**config.mk**
```make
export PLATFORM = sky130hd
export DESIGN_NAME = instr_fetch_flat
export DESIGN_NICKNAME = d
export VERILOG_FILES = /design/src/rtl/instr_fetch_if.sv /design/src/rtl/instr_fetch.sv /design/src/flat_wrapper.sv
export SDC_FILE = /design/constraint.sdc
export NUM_CORES = 1
export LEC_CHECK = 0
export BUFFER_PORTS_ARGS = -buffer_cell sky130_fd_sc_hd__buf_4
export CORE_UTILIZATION = 33
export CTS_BUF_LIST = sky130_fd_sc_hd__clkbuf_8
export DETAILED_ROUTE_END_ITERATION = 10
export MAX_ROUTING_LAYER = met4
export PLACE_DENSITY = 0.48
export SYNTH_ARGS = -nofsm -noshare
export SYNTH_HDL_FRONTEND = slang
export SYNTH_SLANG_ARGS = --single-unit
```
**constraint.sdc**
```tcl
create_clock -name clk -period 3.4 [get_ports clk]
set_input_delay 0.51 -clock clk [delete_from_list [all_inputs] [get_ports clk]]
set_output_delay 0.51 -clock clk [all_outputs]
set_load 0.05 [all_outputs]
```
**src/rtl/instr_fetch_if.sv**
```systemverilog
// Fetch-stage bus: run/program controls in, issued instruction and status out.
interface instr_fetch_if #(
    parameter int INSTR_WIDTH = 20,
    parameter int ADDR_BITS   = 5
);
    logic                   run;
    logic                   prog_we;
    logic [ADDR_BITS-1:0]   prog_addr;
    logic [INSTR_WIDTH-1:0] prog_data;
    logic [INSTR_WIDTH-1:0] instr;
    logic [ADDR_BITS-1:0]   pc;
    logic                   busy;
    logic                   halted;
    logic [15:0]            issue_count;

    modport master (
        output run, prog_we, prog_addr, prog_data,
        input  instr, pc, busy, halted, issue_count
    );

    modport slave (
        input  run, prog_we, prog_addr, prog_data,
        output instr, pc, busy, halted, issue_count
    );
endinterface

```
**src/rtl/instr_fetch.sv**
```systemverilog
// Instruction fetch: writable instruction memory plus PC; holds each word on
// instr for its class-dependent cycle count, emits zero bubbles, stops on halt.
module instr_fetch #(
    parameter int INSTR_WIDTH = 20,
    parameter int ADDR_BITS   = 5,
    parameter int STD_CYCLES  = 3,
    parameter int MEM_CYCLES  = 4
) (
    input  logic         clk,
    input  logic         rst,
    instr_fetch_if.slave bus
);
    typedef enum logic [1:0] {IDLE, ISSUE, HALT} state_t;

    // Counter must also cover the one-cycle first-instruction extension.
    localparam int HOLD_MAX = (MEM_CYCLES > STD_CYCLES) ? MEM_CYCLES : STD_CYCLES;
    localparam int CNT_W    = $clog2(HOLD_MAX + 1);

    state_t                 state, state_n;
    logic [INSTR_WIDTH-1:0] instr_q, instr_n;
    logic [ADDR_BITS-1:0]   pc_q, pc_n;
    logic [CNT_W-1:0]       cnt_q, cnt_n;
    logic                   first_q, first_n;
    logic [15:0]            count_q, count_n;

    logic [INSTR_WIDTH-1:0] mem [0:(1<<ADDR_BITS)-1];
    logic [INSTR_WIDTH-1:0] word;
    logic [1:0]             cls;
    logic                   do_fetch;
    int                     hold_len;

    assign word = mem[pc_q];
    assign cls  = word[INSTR_WIDTH-1 -: 2];

    // Memory survives reset; writes are locked out while a word is on the bus.
    always_ff @(posedge clk) begin
        if (bus.prog_we && state != ISSUE)
            mem[bus.prog_addr] <= bus.prog_data;
    end

    always_ff @(posedge clk or posedge rst) begin
        if (rst) begin
            state   <= IDLE;
            instr_q <= '0;
            pc_q    <= '0;
            cnt_q   <= '0;
            first_q <= 1'b1;
            count_q <= '0;
        end else begin
            state   <= state_n;
            instr_q <= instr_n;
            pc_q    <= pc_n;
            cnt_q   <= cnt_n;
            first_q <= first_n;
            count_q <= count_n;
        end
    end

    always_comb begin
        state_n  = state;
        instr_n  = instr_q;
        pc_n     = pc_q;
        cnt_n    = cnt_q;
        first_n  = first_q;
        count_n  = count_q;
        hold_len = 0;
        do_fetch = bus.run && (state == IDLE || (state == ISSUE && cnt_q == '0));

        if (state == ISSUE) begin
            if (cnt_q != '0) begin
                cnt_n = cnt_q - 1'b1;
            end else if (!bus.run) begin
                instr_n = '0;
                state_n = IDLE;
            end
        end

        if (do_fetch) begin
            if (cls == 2'b00) begin
                // Halt word: pc stays on it so a debugger can see where we stopped.
                instr_n = '0;
                state_n = HALT;
            end else begin
                instr_n = word;
                pc_n    = pc_q + 1'b1;
                if (count_q != '1)
                    count_n = count_q + 1'b1;
                hold_len = (cls == 2'b01) ? STD_CYCLES : MEM_CYCLES;
                if (first_q)
                    hold_len = hold_len + 1;
                cnt_n   = CNT_W'(hold_len - 1);
                first_n = 1'b0;
                state_n = ISSUE;
            end
        end
    end

    always_comb begin
        bus.instr       = instr_q;
        bus.pc          = pc_q;
        bus.busy        = (state == ISSUE);
        bus.halted      = (state == HALT);
        bus.issue_count = count_q;
    end
endmodule

```
**src/flat_wrapper.sv**
```systemverilog
// flat-port wrapper written by rule: the top's interface ports become plain ports
module instr_fetch_flat 
#(
    parameter int INSTR_WIDTH = 20,
    parameter int ADDR_BITS   = 5,
    parameter int STD_CYCLES  = 3,
    parameter int MEM_CYCLES  = 4
)
  (clk, rst, bus_run, bus_prog_we, bus_prog_addr, bus_prog_data, bus_instr, bus_pc, bus_busy, bus_halted, bus_issue_count);
  instr_fetch_if #(.INSTR_WIDTH(INSTR_WIDTH), .ADDR_BITS(ADDR_BITS)) bus_i ();
  input  logic clk;
  input  logic rst;
  input wire logic [$bits(bus_i.run)-1:0] bus_run;
  input wire logic [$bits(bus_i.prog_we)-1:0] bus_prog_we;
  input wire logic [$bits(bus_i.prog_addr)-1:0] bus_prog_addr;
  input wire logic [$bits(bus_i.prog_data)-1:0] bus_prog_data;
  output wire logic [$bits(bus_i.instr)-1:0] bus_instr;
  output wire logic [$bits(bus_i.pc)-1:0] bus_pc;
  output wire logic [$bits(bus_i.busy)-1:0] bus_busy;
  output wire logic [$bits(bus_i.halted)-1:0] bus_halted;
  output wire logic [$bits(bus_i.issue_count)-1:0] bus_issue_count;
  assign bus_i.run = bus_run;
  assign bus_i.prog_we = bus_prog_we;
  assign bus_i.prog_addr = bus_prog_addr;
  assign bus_i.prog_data = bus_prog_data;
  assign bus_instr = bus_i.instr;
  assign bus_pc = bus_i.pc;
  assign bus_busy = bus_i.busy;
  assign bus_halted = bus_i.halted;
  assign bus_issue_count = bus_i.issue_count;
  instr_fetch #(.INSTR_WIDTH(INSTR_WIDTH), .ADDR_BITS(ADDR_BITS), .STD_CYCLES(STD_CYCLES), .MEM_CYCLES(MEM_CYCLES)) u_core (.clk(clk), .rst(rst), .bus(bus_i));
endmodule
```
==> impl_metrics.ini <==
[critical_path]
rr_worst_depth = 9
r2r-end = u_core.bus.issue_count[15]$_DFFE_PP0P_
cp.buffers_inverters = 2
cp_num_cells = 9
cp.arrival_ns = 3.89
endpoint = u_core.bus.issue_count[15]$_DFFE_PP0P_
slowest_stage = or4_2
critPathRequiredTime_ns = 4.04
critical_path_class = flop to flop
crit_path_cell_trace = buf_12 -> mux2i_1 -> a22oi_1 -> a22oi_1 -> a22o_1 -> or4_2 -> buf_4 -> nor4_2 -> xor2_1
crit_family = simple AND/OR/NAND/NOR gates
cp-start-kind = flop
path_common_cell = a22oi_1
startpoint = u_core.bus.pc[1]$_DFFE_PP0P_
end_kind = flop
cpPeakStageDelay_ns = 0.85
reg2reg_slack_ns = 0.15
r2r_start = u_core.bus.pc[1]$_DFFE_PP0P_
cp_max_fo = 30

[grt]
antenna_found_initial = 3
grt_pass1_wl_um = 94700
grt.overflow.total = 0
busiest_layer = met2
met3_usage = 0.0264
grt_use_met1 = 0.215
gr-usage-met2 = 0.265
grt_pass1_vias = 13700
grt.total_usage = 0.165
grt_max_degree = 96

[synth]
ys_types = 46
yosys_most_used_dff = edfxtp_1
syn_inst = 1241
ys_seq_elements = 687
synth_area_sq_mm = 0.0267
avgSynthCellArea_sq_um = 21.5
synth-seq-area-share = 0.764
synth-edff-count = 640
yosysWarnings = 0
syn-num-nets = 1277
async_reset_ff_frac = 0.0684

[outcome]
status = finished clean

[routing]
drtIter0Drc = 787
drc = 0
antenna_left = 0
vias = 12900
dr.pass1.iters = 5
wirelength_um = 65000
wire_per_inst_um = 25.1
viasPerCell = 4.98

[clock_network]
clk_path_buf_depth = 3
tritoncts = done
ctsResizeCount = 0
cts.sinks = 687
htree_levels = 3
clk_pin_slew_ns = 0.06
cts_buffers = 110
root_buffer = clkbuf_8
worstSkewPairLatency_ns = 0.72

[cells_and_area]
final_net_count = 1475
seq_area_sq_mm = 0.0204
drive_gt1_frac = 0.332
fill_cells = 7108
multiInputGateArea_sq_mm = 0.00607
syn2layout_area_growth_pct = 16.6

[floorplan]
ios = 72
num_rows = 103
initial_utilization = 0.336
die_h_um = 286
die-area_sq_mm = 0.0820
die_w_um = 286
coreArea_sq_mm = 0.0795

[pwr]
vdd_drop_max_uv = 760
p_leak_nw = 10.3
power.density_mw_per_mm2 = 763

[placed_design]
gp_congestion = 0.796
port-buffer-count = 71
dp_hpwl_um = 38800

[timing]
finalCriticalPeriod_ns = 3.25
skew_ns = 0.0313
finalSetupTns_ns = 0
final-max-slew-violation-count = 0
period_share = 0.954
slew-limit-headroom = 0.403
max_freq_ghz = 0.308
tightest_slew_ns = 0.896
whs_ns = 0.210
rsz0062_at_grt = no
finalSetupViolCount = 0
finalHoldViolations = 0

[job]
cap_violations = 0

[worst_hold_path]
min_path_type = input port to flop
[synthesized netlist by cell type (4+ instances only)]
master	count	area, sq um
mux2i_1	73	731
a22oi_1	25	188
dfrtp_1	46	1150
buf_2	14	70.1
buf_6	5	56.3
buf_1	19	71.3
clkbuf_1	18	67.6
nor3_2	6	60.1
nand3b_1	4	30.0
nor2_1	53	199
nor2b_1	5	31.3
xor2_1	14	123
o21ai_0	23	115
nand2_1	48	180
inv_1	10	37.5
ha_1	7	87.6
edfxtp_1	640	19200
mux4_2	168	3780
nand3_1	12	60.1
[sequential cells by signal, summed over array words and instances, names as in the netlist]
register,cells
u_core.first_q,1
u_core.bus.issue_count,16
u_core.state,2
u_core.mem,640
u_core.bus.instr,20
u_core.bus.pc,5
u_core.cnt_q,3
[layer usage]
metal / vias up / wire [um]
li1: 5555 / -
met1: 6914 / 28500
met2: 311 / 32100
met3: 87 / 3120
met4: 0 / 1290
met5: - / 0
[final cells by class]
class | count | area share
Antenna cell | 3 | 0.000241
Clock buffer | 118 | 0.0522
Clock inverter | 88 | 0.0149
Inverter | 11 | 0.00133
Multi-Input combinational cell | 484 | 0.195
Sequential cell | 687 | 0.656
Tap cell | 1050 | 0.0422
Timing Repair Buffer | 145 | 0.0383
[where the power goes]
group | internal (mW) | switching, mW
clock | 3.44 | 3.22
combinational | 3.11 | 4.15
sequential | 9.57 | 0.270
total | 16.1 | 7.64
[cell families (layout without fill, tap and decap cells)]
logic type | after synthesis | count (layout) | share of synthesized area
AO/OA/AOI/OAI | 64 | 64 | 0.0162
XOR/XNOR | 17 | 17 | 0.00558
adder cells (fa/ha/maj) | 7 | 7 | 0.00328
buffers and inverters | 70 | 362 | 0.0128
flip-flops | 687 | 687 | 0.764
multiplexers | 245 | 245 | 0.171
other | 0 | 3 | 0
AND/OR/NAND/NOR | 151 | 151 | 0.0274
[worst min path at each step]
stage / from / endpoint / slack, ns / cells after the start
global placement: u_core.bus.instr[4]$_DFFE_PP0P_ / u_core.bus.instr[4]$_DFFE_PP0P_ / 0.48 / 2
global route: bus_prog_data[16] / u_core.mem[13][16]$_DFFE_PP_ / 0.19 / 1
CTS: bus_prog_data[13] / u_core.mem[22][13]$_DFFE_PP_ / 0.15 / 1
detailed placement: u_core.bus.instr[2]$_DFFE_PP0P_ / u_core.bus.instr[2]$_DFFE_PP0P_ / 0.48 / 2
floorplan: u_core.first_q$_DFFE_PP1P_ / u_core.first_q$_DFFE_PP1P_ / 0.49 / 1
finish: bus_prog_data[18] / u_core.mem[31][18]$_DFFE_PP_ / 0.21 / 1
[per-stage QoR]
step	power (mW)	cell area, sq um	cells	utilization	setup slack [ns]
finish	23.8	31100	2586	0.391	0.155
global route	24.9	31100	2586	0.391	0.000931
CTS	24.2	31100	2583	0.391	0.165
detailed placement	17.4	29000	2376	0.365	0.181
global placement	17.4	29000	2376	0.365	0.228
floorplan	15.1	26700	1241	-	0.445
[worst reg2reg max path, stage by stage (launching register included)]
cell and delay, ns:
dfrtp_4 0.50, buf_12 0.20, mux2i_1 0.17, a22oi_1 0.28
a22oi_1 0.11, a22o_1 0.29, or4_2 0.85, buf_4 0.31
nor4_2 0.31, xor2_1 0.16
[placed cells by master (no fill, tap or decap), types with 14 or more instances in the layout]
cell / count
nor2_1: 21
clkbuf_8: 118
xor2_1: 14
dfrtp_1: 42
nand2_1: 48
mux2i_1: 73
buf_4: 136
a22oi_1: 25
clkinv_1: 36
o21ai_0: 23
inv_1: 39
nor2_2: 27
mux4_2: 168
edfxtp_1: 640
[timing repair]
item	4_1_cts	5_1_grt
endpoints found under the hold margin	27	0
setup buffers	0	0
hold buffers	1	0
Power figures use the tool's default switching activity.
